===== src/rtl/reg_wr_arb.sv =====
// reg_wr_arb: round-robin arbiter that merges two register-file write requesters and runs a clear sweep
module reg_wr_arb #(
  parameter int ADDR_W = 5,
  parameter int DATA_W = 32
) (
  input  logic              clk,
  input  logic              rst,
  input  logic              req0_valid,
  input  logic [ADDR_W-1:0] req0_addr,
  input  logic [DATA_W-1:0] req0_data,
  output logic              req0_ready,
  input  logic              req1_valid,
  input  logic [ADDR_W-1:0] req1_addr,
  input  logic [DATA_W-1:0] req1_data,
  output logic              req1_ready,
  input  logic              clr_start,
  output logic              busy,
  output logic              we,
  output logic [ADDR_W-1:0] reg_Wt_addr,
  output logic [DATA_W-1:0] wdata
);
  typedef enum logic {ARB, CLEAR} state_t;
  state_t            state_q, state_d;
  logic [4:0]        cnt_q, cnt_d;
  logic              ptr_q, ptr_d;
  logic              we_q, we_d;
  logic [ADDR_W-1:0] addr_q, addr_d;
  logic [DATA_W-1:0] data_q, data_d;
  logic              arb_ok, g0, g1;
  logic [ADDR_W-1:0] sel_addr;
  // Grants: ptr_q=0 favours requester 0 on contention; clear and reset suppress all grants
  always_comb begin
    arb_ok   = !rst && state_q == ARB && !clr_start;
    g0       = arb_ok && req0_valid && (!req1_valid || !ptr_q);
    g1       = arb_ok && req1_valid && (!req0_valid || ptr_q);
    sel_addr = g1 ? req1_addr : req0_addr;
  end
  // Next state: clear sweep, clear entry, or accept the granted write (address 0 is dropped)
  always_comb begin
    state_d = state_q;
    cnt_d   = cnt_q;
    ptr_d   = ptr_q;
    we_d    = 1'b0;
    addr_d  = addr_q;
    data_d  = data_q;
    if (state_q == CLEAR) begin
      we_d    = 1'b1;
      addr_d  = ADDR_W'(cnt_q);
      data_d  = '0;
      cnt_d   = (cnt_q == 5'd31) ? 5'd0 : cnt_q + 5'd1;
      state_d = (cnt_q == 5'd31) ? ARB : CLEAR;
    end else if (clr_start) begin
      state_d = CLEAR;
      cnt_d   = 5'd1;
    end else if (g0 || g1) begin
      ptr_d  = g0;
      we_d   = sel_addr != '0;
      addr_d = (sel_addr != '0) ? sel_addr : addr_q;
      data_d = (sel_addr != '0) ? (g1 ? req1_data : req0_data) : data_q;
    end
  end
  // State and write-port registers with asynchronous reset
  always_ff @(posedge clk or posedge rst) begin
    if (rst) begin
      state_q <= ARB;
      cnt_q   <= '0;
      ptr_q   <= 1'b0;
      we_q    <= 1'b0;
      addr_q  <= '0;
      data_q  <= '0;
    end else begin
      state_q <= state_d;
      cnt_q   <= cnt_d;
      ptr_q   <= ptr_d;
      we_q    <= we_d;
      addr_q  <= addr_d;
      data_q  <= data_d;
    end
  end
  assign req0_ready  = g0;
  assign req1_ready  = g1;
  assign busy        = state_q == CLEAR;
  assign we          = we_q;
  assign reg_Wt_addr = addr_q;
  assign wdata       = data_q;
endmodule


===== config.mk =====
export PLATFORM = sky130hd
export DESIGN_NAME = reg_wr_arb
export DESIGN_NICKNAME = d
export VERILOG_FILES = /design/src/rtl/reg_wr_arb.sv
export SDC_FILE = /design/constraint.sdc
export NUM_CORES = 1
export LEC_CHECK = 0
export ABC_AREA = 1
export ABC_CLOCK_PERIOD_IN_PS = 2100
export BUFFER_PORTS_ARGS = -buffer_cell sky130_fd_sc_hd__buf_2
export CAP_MARGIN = 10
export CORE_ASPECT_RATIO = 1.2
export CORE_MARGIN = 1.5
export CORE_UTILIZATION = 42
export DETAILED_ROUTE_END_ITERATION = 10
export PLACE_DENSITY = 0.86
export SYNTH_ARGS = -nofsm -noshare
export SYNTH_HDL_FRONTEND = slang
export SYNTH_SLANG_ARGS = --single-unit

===== constraint.sdc =====
create_clock -name clk -period 2.1 [get_ports clk]
set_input_delay 0.42 -clock clk [delete_from_list [all_inputs] [get_ports clk]]
set_output_delay 0.42 -clock clk [all_outputs]
set_load 0.02 [all_outputs]

==> results by group <==
Pwr
  • Leak pwr: 2.09 nW
  • Worst vdd ir: 344 uV
  • Power Total: 2.51 mW
  • Switching share of power: 0.374
  • Register share of total power: 0.445
  • Pwr Density: 764 nW/um2
  • Psw: 940 uW
  • Clock group share of total power: 0.217
  • Comb pwr share: 0.337
  • Internal power: 1.57 mW

Synthesis
  • Count leader, synth: nand2_1
  • Syn avg cell area: 7.11 um2
  • Cell accounting for the most synthesized area: dfrtp_1
  • Synth Flop Type: dfrtp_1
  • Cell Area, Synth: 2520 um2
  • Seq cells post-synth: 45
  • Mapped Nets: 435
  • Mapped Cells: 354
  • Post-synth ARST share: 1.00
  • Number of flops mapped to enable cells by yosys: 0
  • Post-synthesis sequential area ratio: 0.447
  • Top-area cell type share of the netlist area: 0.447
  • Post-synth top cells: nand2_1 (156), nand3_1 (78), dfrtp_1 (45), inv_1 (20), clkbuf_1 (11)
  • Synth unique cells: 25
  • Top cells by area, synth: dfrtp_1 (45%), nand2_1 (23%), nand3_1 (16%)
  • Ys Warns: 0

Clocking
  • Clk root buf: clkbuf_8
  • H-tree levels: 2
  • Clock Sinks: 45
  • CTS buffer count: 5
  • CTS tree: built
  • PostCTS Resize Cnt: 0
  • CTS hold repair buffers: 0
  • Post-CTS repair timing setup buffer count: 0
  • Worst-path clk slew: 0.08 ns
  • Worst-Skew Late Latency: 0.30 ns
  • Max clock buf depth: 2

Global routing
  • Total GRT Usage: 0.217
  • First-pass GRT wire length: 11.0 mm
  • Antenna violations before repair: 0
  • Total grt overflow: 0
  • Vias in the first global route: 2516
  • Largest net degree at the start of global routing: 42

Route
  • Wire length per cell: 12.1 um
  • Final ANT Viol Nets: 0
  • Post-Route WL: 6.64 mm
  • Total vias in the final route: 2697
  • DRT Pass-1 Iters: 5
  • Residual DRC count: 0
  • 1st-iter DRT viols: 131
  • Via density: 4.91

Floorplan
  • Die area: 6470 um2
  • # IOs: 120
  • Starting Density: 0.441
  • Die Y: 87.8 um
  • Die Width: 73.7 um
  • Core box area: 5710 um2
  • Row count: 30

Setup path
  • Setup crit start kind: flip-flop
  • Req. time, crit path: 1.68 ns
  • Worst Setup End Kind: output port
  • Crit Path Max Fanout: 11
  • Worst reg-to-reg path cell count: 10
  • Crit Path Category: flip-flop to output port
  • CP arrival: 1.56 ns

Timing
  • RSZ-0062 raised after global routing: false
  • Worst slew margin: 0.606
  • Worst slew pin tran: 0.590 ns
  • Final hold vios: 0
  • Final setup TNS: 0 ns
  • Final cycle utilization of the critical path: 0.943
  • Setup violators final: 0
  • Fin worst setup slack: 0.120 ns
  • Skew final: 0.00706 ns
  • Fmax: 505 MHz
  • Final slew viol count: 0
  • Min Tclk post-route: 1.98 ns

Layout
  • Area grow syn2layout: 30.6%
  • Diodes inserted: 0
  • Design Area, Final: 3290 um2
  • Net count, final: 549
  • Share of cells above drive strength 1: 0.313
  • # fillers: 568

Place
  • Pre-CTS setup slack: 0.100 ns
  • Hpwl dp: 5.07 mm
  • Port Buf Inserts: 119
  • Gp weighted congestion: 0.863
  • Placement-stage cell area: 3200 um2

Run status
  • Status: complete, no violations

Min path
  • Hold Path Class: primary input to async pin

Run
  • Max-cap check violation count: 0
routing by layer:
metal | global-route usage | share of wire
met2 | 0.388 | 0.52
met4 | 0.0724 | 0.015
met1 | 0.264 | 0.41
met5 | 0 | 0
met3 | 0.0334 | 0.056
kinds of logic (layout without fill, tap and decap cells):
group	count (synthesis)	after routing	synth area share
and+or+nand+nor	248	248	0.423
DFF	45	45	0.447
buffers and inverters	44	159	0.0795
AOI/OAI and AO/OA	14	14	0.0363
adders and majority gates	2	2	0.00994
xor gates and xnor gates	1	1	0.00348
power groups by stage:
stage               logic, mW  clock network [mW]  registers, mW
global route            0.951               0.590           1.14
detailed placement      0.850                   0           1.13
floorplan               0.434                   0           1.25
global placement        0.826                   0           1.13
CTS                     0.850               0.554           1.12
finish                  0.848               0.546           1.12
final cells by class:
cell class | instances | area, um2 | share of cell area
Inverter | 22 | 82.6 | 0.0251
Timing Repair Buffer | 129 | 696 | 0.212
Clock buffer | 5 | 68.8 | 0.0209
Multi-Input combinational cell | 265 | 1190 | 0.362
Tap cell | 80 | 100 | 0.0305
Clock inverter | 3 | 22.5 | 0.00685
Sequential cell | 45 | 1130 | 0.343
worst paths after layout:
| path | start | to | slack [ns] |
|---|---|---|---|
| max in group asynchronous | rst | reg_Wt_addr[4] | 1.22 |
| min in group clk | clr_start | busy | 0.42 |
| hold / removal | rst | cnt_q[3] | 0.23 |
| setup / recovery | busy | req1_ready | 0.12 |
| setup reg to reg | busy | wdata[31] | 0.23 |
| hold reg to reg | reg_Wt_addr[1] | reg_Wt_addr[1] | 0.50 |
worst max-delay path, cell delays in order (launching register included):
cell and delay [ns]:
dfrtp_1 0.39, inv_2 0.09, nand2_4 0.08, nor2_8 0.12, nand2_2 0.17, inv_2 0.20, buf_2 0.20
through the flow:
step | hold WS (ns) | util | cells
floorplan | 0.494 | - | 354
global placement | 0.480 | 0.560 | 541
detailed placement | 0.483 | 0.560 | 541
CTS | 0.243 | 0.576 | 549
global route | 0.273 | 0.576 | 549
finish | 0.234 | 0.576 | 549
flip-flops by register name, indices dropped and copies added (netlist names):
register     count
we               1
busy             1
reg_Wt_addr      5
wdata           32
ptr_q            1
cnt_q            5
layout by cell type (no fill, tap or decap):
cell type	n
nand2_1	156
buf_2	119
nand3_1	78
dfrtp_1	45
inv_1	19
o21ai_0	8
buf_4	8
nor2_1	7
clkbuf_8	5
inv_2	3
nand3b_1	2
ha_1	2
clkinv_4	2
buf_12	2
a21boi_2	1
nand2_4	1
nor2_8	1
nand2_2	1
o21ai_2	1
o21bai_2	1
a22o_1	1
or2_2	1
nor3_1	1
xor2_1	1
o22ai_1	1
a21oi_1	1
clkinv_2	1
Power figures use the tool's default switching activity.
